[src/rtl/sdram_arb_pkg.sv]
// Shared types for the SDRAM command arbiter: command opcodes, FSM states and
// the burst-length clamp.
package sdram_arb_pkg;

  typedef enum logic [1:0] {
    OP_NONE = 2'b00,
    OP_WR   = 2'b01,
    OP_RD   = 2'b10,
    OP_REF  = 2'b11
  } cmd_op_e;

  typedef enum logic [1:0] {
    ST_IDLE  = 2'b00,
    ST_ISSUE = 2'b01,
    ST_BUSY  = 2'b10
  } arb_state_e;

  function automatic int clamp_len(input int len, input int max_burst);
    return (len > max_burst) ? max_burst : len;
  endfunction

endpackage

[src/rtl/sdram_ref_timer.sv]
// Auto-refresh interval timer: raises refresh_pending every REF_CYCLES cycles of
// init_done, and latches a sticky overrun when an interval expires unserved.
module sdram_ref_timer #(
  parameter int REF_CYCLES = 781
) (
  input  logic clk_ref,
  input  logic rst_n,
  input  logic init_done_i,
  input  logic ref_grant_i,
  output logic ref_pending_o,
  output logic ref_overrun_o
);

  localparam int CNT_W = $clog2(REF_CYCLES > 1 ? REF_CYCLES : 2);

  logic [CNT_W-1:0] cnt_q;
  logic             pending_q;
  logic             overrun_q;
  logic             wrap;

  assign wrap = init_done_i && (cnt_q == CNT_W'(REF_CYCLES - 1));

  // NOTE: state registers use non-blocking assignments so every flop samples
  // the pre-edge value of its neighbours, independent of statement order.
  always_ff @(posedge clk_ref or negedge rst_n) begin
    if (!rst_n) begin
      cnt_q     <= '0;
      pending_q <= 1'b0;
      overrun_q <= 1'b0;
    end else if (!init_done_i) begin
      cnt_q     <= '0;
      pending_q <= 1'b0;
    end else begin
      cnt_q <= wrap ? '0 : cnt_q + 1'b1;
      // A fresh interval expiring wins over a grant of the previous one.
      if (wrap)             pending_q <= 1'b1;
      else if (ref_grant_i) pending_q <= 1'b0;
      if (wrap && pending_q && !ref_grant_i) overrun_q <= 1'b1;
    end
  end

  assign ref_pending_o = pending_q;
  assign ref_overrun_o = overrun_q;

endmodule

[src/rtl/sdram_cmd_arbiter.sv]
// Arbitrates refresh, write and read bursts into one SDRAM engine command at a time.
// Define SDRAM_ARB_RR_EN to break write/read ties round-robin instead of write-first.
module sdram_cmd_arbiter
  import sdram_arb_pkg::*;
#(
  parameter int ADDR_W     = 24,
  parameter int LEN_W      = 10,
  parameter int MAX_BURST  = 512,
  parameter int REF_CYCLES = 781
) (
  input  logic              clk_ref,
  input  logic              rst_n,
  input  logic              init_done_i,
  input  logic              wr_req_i,
  input  logic [ADDR_W-1:0] wr_addr_i,
  input  logic [LEN_W-1:0]  wr_len_i,
  output logic              wr_ack_o,
  input  logic              rd_req_i,
  input  logic [ADDR_W-1:0] rd_addr_i,
  input  logic [LEN_W-1:0]  rd_len_i,
  output logic              rd_ack_o,
  output logic              cmd_valid_o,
  output logic [1:0]        cmd_op_o,
  output logic [ADDR_W-1:0] cmd_addr_o,
  output logic [LEN_W-1:0]  cmd_len_o,
  input  logic              cmd_ready_i,
  input  logic              data_beat_i,
  input  logic              cmd_done_i,
  output logic              ref_overrun_o
);

  arb_state_e        state_q;
  cmd_op_e           op_q;
  logic [ADDR_W-1:0] addr_q;
  logic [LEN_W-1:0]  len_q;
  logic [LEN_W-1:0]  beat_cnt_q;
  logic              valid_q;

  logic              ref_pending;
  logic              ref_grant;
  logic              wr_ok;
  logic              rd_ok;
  logic              pick_wr;
  logic              pick_rd;
  logic              beat_ok;

  cmd_op_e           grant_op_d;
  logic [ADDR_W-1:0] grant_addr_d;
  logic [LEN_W-1:0]  grant_len_d;

  // Zero-length bursts are not requests at all.
  assign wr_ok = wr_req_i && (wr_len_i != '0);
  assign rd_ok = rd_req_i && (rd_len_i != '0);

`ifdef SDRAM_ARB_RR_EN
  logic last_rd_q;

  always_ff @(posedge clk_ref or negedge rst_n) begin
    if (!rst_n) begin
      last_rd_q <= 1'b1;
    end else if (state_q == ST_IDLE && init_done_i && !ref_pending && (wr_ok || rd_ok)) begin
      last_rd_q <= pick_rd;
    end
  end

  assign pick_wr = wr_ok && !(rd_ok && !last_rd_q);
`else
  assign pick_wr = wr_ok;
`endif
  assign pick_rd = rd_ok && !pick_wr;

  // NOTE: every variable gets a default before the priority chain so the
  // block stays purely combinational and no latch is inferred.
  always_comb begin
    grant_op_d   = OP_NONE;
    grant_addr_d = '0;
    grant_len_d  = '0;
    if (ref_pending) begin
      grant_op_d = OP_REF;
    end else if (pick_wr) begin
      grant_op_d   = OP_WR;
      grant_addr_d = wr_addr_i;
      grant_len_d  = LEN_W'(clamp_len(int'(wr_len_i), MAX_BURST));
    end else if (pick_rd) begin
      grant_op_d   = OP_RD;
      grant_addr_d = rd_addr_i;
      grant_len_d  = LEN_W'(clamp_len(int'(rd_len_i), MAX_BURST));
    end
  end

  assign ref_grant = (state_q == ST_IDLE) && init_done_i && ref_pending;

  sdram_ref_timer #(
    .REF_CYCLES (REF_CYCLES)
  ) u_ref_timer (
    .clk_ref       (clk_ref),
    .rst_n         (rst_n),
    .init_done_i   (init_done_i),
    .ref_grant_i   (ref_grant),
    .ref_pending_o (ref_pending),
    .ref_overrun_o (ref_overrun_o)
  );

  always_ff @(posedge clk_ref or negedge rst_n) begin
    if (!rst_n) begin
      state_q    <= ST_IDLE;
      op_q       <= OP_NONE;
      addr_q     <= '0;
      len_q      <= '0;
      beat_cnt_q <= '0;
      valid_q    <= 1'b0;
    end else if (!init_done_i) begin
      state_q    <= ST_IDLE;
      op_q       <= OP_NONE;
      beat_cnt_q <= '0;
      valid_q    <= 1'b0;
    end else begin
      case (state_q)
        ST_IDLE: begin
          if (grant_op_d != OP_NONE) begin
            state_q <= ST_ISSUE;
            valid_q <= 1'b1;
            op_q    <= grant_op_d;
            addr_q  <= grant_addr_d;
            len_q   <= grant_len_d;
          end
        end
        ST_ISSUE: begin
          if (cmd_ready_i) begin
            state_q    <= ST_BUSY;
            valid_q    <= 1'b0;
            beat_cnt_q <= '0;
          end
        end
        ST_BUSY: begin
          if (beat_ok) beat_cnt_q <= beat_cnt_q + 1'b1;
          if (cmd_done_i) begin
            state_q <= ST_IDLE;
            op_q    <= OP_NONE;
          end
        end
        default: state_q <= ST_IDLE;
      endcase
    end
  end

  // Acks follow data_beat in the same cycle; beats past the burst length are dropped.
  assign beat_ok  = (state_q == ST_BUSY) && init_done_i && data_beat_i && (beat_cnt_q < len_q)
                    && (op_q == OP_WR || op_q == OP_RD);
  assign wr_ack_o = beat_ok && (op_q == OP_WR);
  assign rd_ack_o = beat_ok && (op_q == OP_RD);

  assign cmd_valid_o = valid_q;
  assign cmd_op_o    = op_q;
  assign cmd_addr_o  = addr_q;
  assign cmd_len_o   = len_q;

endmodule

[config.mk]
export PLATFORM = sky130hd
export DESIGN_NAME = sdram_cmd_arbiter
export DESIGN_NICKNAME = d
export VERILOG_FILES = /design/src/rtl/sdram_arb_pkg.sv /design/src/rtl/sdram_ref_timer.sv /design/src/rtl/sdram_cmd_arbiter.sv
export SDC_FILE = /design/constraint.sdc
export NUM_CORES = 1
export LEC_CHECK = 0
export CAP_MARGIN = 10
export CORE_ASPECT_RATIO = 1.25
export CORE_UTILIZATION = 45
export DETAILED_ROUTE_END_ITERATION = 8
export GPL_TIMING_DRIVEN = 0
export PLACE_DENSITY = 0.76
export SYNTH_ARGS = -nofsm -noshare
export SYNTH_HDL_FRONTEND = slang
export SYNTH_HIERARCHICAL = 1
export SYNTH_SLANG_ARGS = --single-unit
[constraint.sdc]
create_clock -name clk_ref -period 2.65 [get_ports clk_ref]
set_input_delay 0.53 -clock clk_ref [delete_from_list [all_inputs] [get_ports clk_ref]]
set_output_delay 0.53 -clock clk_ref [all_outputs]
set_load 0.01 [all_outputs]
==> flow_metrics.py <==
metrics = {
    "critical_path": {
        "endpoint_kind": "output pin",
        "reg2reg_slack_ns": 0.54,
        "cpPeakStageDelay_ns": 0.34,
        "ff2ff_path_depth": 11,
        "reg2reg_to": "beat_cnt_q[2]",
        "cp.arrival_ns": 2.13,
        "r2r-start": "cmd_len_o[3]",
        "crit_required_ns": 2.12,
        "worst-path-max-fanout": 3,
        "startpoint_type": "flop",
        "crit_slowest_cell": "dfrtp_1",
        "worstPathCellList": "inv_1 -> ha_1 -> a211o_1 -> o211ai_1 -> o21ai_2 -> a211oi_2 -> buf_6 -> and2_1 -> buf_2",
        "critical_path_class": "flop to output pin",
    },
    "flow_run": {
        "cap_violations": 0,
    },
    "place": {
        "placed_area_um2": 4690,
        "dpl_worst_slack_ns": -1.09,
        "gp_congestion": 0.884,
        "dpl.hpwl_um": 7130,
        "portBuffers": 115,
    },
    "clock_network": {
        "cts-root-buf": "clkbuf_8",
        "cts_sinks": 61,
        "cts-buffers-inserted": 9,
        "cts_tree": "done",
        "clk_path_buf_depth": 2,
        "cts-hold-fix-buffers": 0,
        "insertion_delay_ns": 0.34,
        "clkTransAtPathRegs_ns": 0.07,
        "htreeDepth": 3,
    },
    "power_and_ir_drop": {
        "p_comb_share_pct": 30.1,
        "p_leak_nw": 2.23,
        "seq_power_share_pct": 42.8,
        "p_sw_share_pct": 29.8,
        "max-vdd-ir-drop_mv": 0.305,
        "switching_power_mw": 0.801,
        "cellPowerDensity_nw_per_um2": 548,
        "intPower_mw": 1.89,
        "clock_power_share_pct": 27.1,
    },
    "synth": {
        "async_flop_share_pct": 100,
        "muxShareOfSynthArea_pct": 0.588,
        "synth.largest_area_cell": "dfrtp_1",
        "synth_top_family_by_area": "compound AO/OA/AOI/OAI gates",
        "synth_xor_area_share_pct": 0.771,
        "synth-simple-area-share_pct": 20.5,
        "synth_edf_count": 0,
        "ys_warn_count": 6,
        "synthTopCellsByArea": "dfrtp_1 (45%), and3_1 (5.9%), ha_1 (5.1%)",
        "mappedNetlistNets": 456,
        "yosysTopAreaCellShare_pct": 44.8,
        "synthCells": 366,
        "ys.flop_type": "dfrtp_1",
        "ys_seq_area_share_pct": 44.8,
        "netlist_area_um2": 3410,
        "syn_area_per_cell_um2": 9.31,
        "yosys.area_share.adder_pct": 5.14,
        "synth_cell_types": 49,
        "synth-compound-area-share_pct": 23.2,
        "ys_seq_elements": 61,
    },
    "global_route": {
        "grt_start_max_net_pins": 33,
        "grt_pass1_wl_um": 15300,
        "overflow": 0,
        "grt_usage_pct": 25.3,
        "grt_pass1_vias": 3302,
        "antenna_found_initial": 0,
    },
    "timing": {
        "period_share_pct": 100,
        "rsz0062_at_grt": "true",
        "layout_min_cycle_time_ns": 2.66,
        "tns_ns": -0.0110,
        "tightest_slew_ns": 0.739,
        "final-hold-violation-count": 0,
        "fin_ws_ns": -0.0110,
        "timing.fmax_ghz": 0.376,
        "skew_ns": 0.00291,
        "final_max_slew_viol_count": 0,
        "setup_violations": 1,
        "slew-limit-headroom_pct": 50.7,
    },
    "floorplanning": {
        "die_w_um": 79.8,
        "coreArea_um2": 7360,
        "start_util_pct": 46.3,
        "rows": 35,
        "fp.dieH_um": 99.3,
        "dieArea_um2": 7930,
        "top_level_ports": 116,
    },
    "routing": {
        "drt_iter0_markers": 147,
        "drt_pre_antenna_iters": 4,
        "vias": 3254,
        "wl_um": 9360,
        "vias_per_cell": 5.48,
        "antenna_left": 0,
        "avgRoutedWirePerCell_um": 15.8,
        "drc": 0,
    },
    "finish": {
        "drive_above_1_share_pct": 8.17,
        "final_util_pct": 66.7,
        "nets": 589,
        "final_common_cell": "clkdlybuf4s50_1",
        "mostFrequentLayoutCells": "clkdlybuf4s50_1 (111), dfrtp_1 (61), nand2_1 (44)",
        "areaGrowthSynthToFinish_pct": 44.0,
        "diodes": 0,
        "fin_area_um2": 4900,
    },
    "min_path": {
        "hp-class": "input pin to async pin",
    },
    "outcome": {
        "violations": "negative setup slack",
        "status": "finished with violations",
    },
}
## power groups by stage
stage / Sequential (mW) / Clock, mW / Combinational, mW
after floorplan: 1.21 / 0 / 0.278
after global placement: 1.16 / 0 / 0.774
after detailed placement: 1.17 / 0 / 0.790
after CTS: 1.15 / 0.749 / 0.807
after global routing: 1.17 / 0.790 / 0.890
final: 1.15 / 0.729 / 0.810
## stage by stage
step / power (mW) / cells / hold slack [ns]
floorplan: 1.49 / 366 / 0.234
global placement: 1.94 / 573 / 0.465
detailed placement: 1.96 / 574 / 0.473
CTS: 2.71 / 592 / 0.261
global route: 2.85 / 594 / 0.293
finish: 2.69 / 594 / 0.248
## area by class of cell
class | count | area, µm²
clock inverters | 2 | 10.0
multi-input cells | 268 | 1730
repair buffers | 122 | 1200
fillers | 660 | 2450
clock buffers | 12 | 155
inverters | 22 | 82.6
well taps | 92 | 115
plain buffers | 15 | 86.3
flip-flops and latches | 61 | 1530
## per-layer routing
layer	share of wire, %	track usage (%)
met5	0	0
met4	2.6	11.1
met3	5.3	6.61
met2	52	43.0
met1	40	29.9
## repair_timing
item                       in CTS  in global routing
setup buffers                   4                  2
pin swaps                       2                  1
setup endpoints to repair       2                  3
gates resized for setup        11                  3
hold endpoints to repair        0                  0
## cells by family (layout without fill, tap and decap cells)
logic type                 count (synthesis)  count (layout)
DFF                                       61              61
adders and majority gates                 14              14
AOI/OAI and AO/OA                        120             120
muxes                                      2               2
and+or+nand+nor                          129             129
xor gates and xnor gates                   3               3
buffers and inverters                     37             173
## cells in the mapped netlist (2+ instances only)
library cell  number
and4_1             2
nor3_1             3
mux2i_1            2
o21a_1             2
xnor2_1            2
nor2b_1            2
a211o_1            2
o21ai_1           18
a211oi_1           3
o31ai_1            2
buf_6              4
o22ai_1            3
inv_1             22
nor4_1             3
nand3_1            5
nor3b_1            4
nand4_1            2
nand2_1           44
o21ai_0           22
clkbuf_1          10
a41oi_1            3
nand3b_1           2
a31o_2             2
nor2_1            17
ha_1              14
dfrtp_1           61
a21oi_1           33
or3_1              5
and3_1            32
a22o_1            18
a21boi_0           3
a21o_1             2
## sequential cells by signal (all words and copies together) (netlist names)
register,cells
beat_cnt_q,10
cmd_addr_o,24
cmd_len_o,10
cmd_op_o,2
cmd_valid_o,1
state_q,2
u_ref_timer/cnt_q,10
u_ref_timer/ref_overrun_o,1
u_ref_timer/ref_pending_o,1
## critical path: cells and delay by family (launching register included)
family	cells	cell delay [ns]
AO/OA/AOI/OAI	4	0.73
flip-flops	1	0.34
buffers and inverters	3	0.31
adder cells (fa/ha/maj)	1	0.30
AND/OR/NAND/NOR	1	0.11
## worst max-delay path by stage
stage               depth (start not counted)    startpoint  slack (ns)        to
floorplan                                   8  cmd_len_o[3]        0.18  rd_ack_o
global placement                            8   init_done_i       -1.02  rd_ack_o
detailed placement                          8   init_done_i       -1.09  rd_ack_o
CTS                                         9  cmd_len_o[3]       -0.05  rd_ack_o
global route                                9  cmd_len_o[3]       -0.13  rd_ack_o
finish                                      9  cmd_len_o[3]       -0.01  rd_ack_o
(Power assumes the default switching activity.)
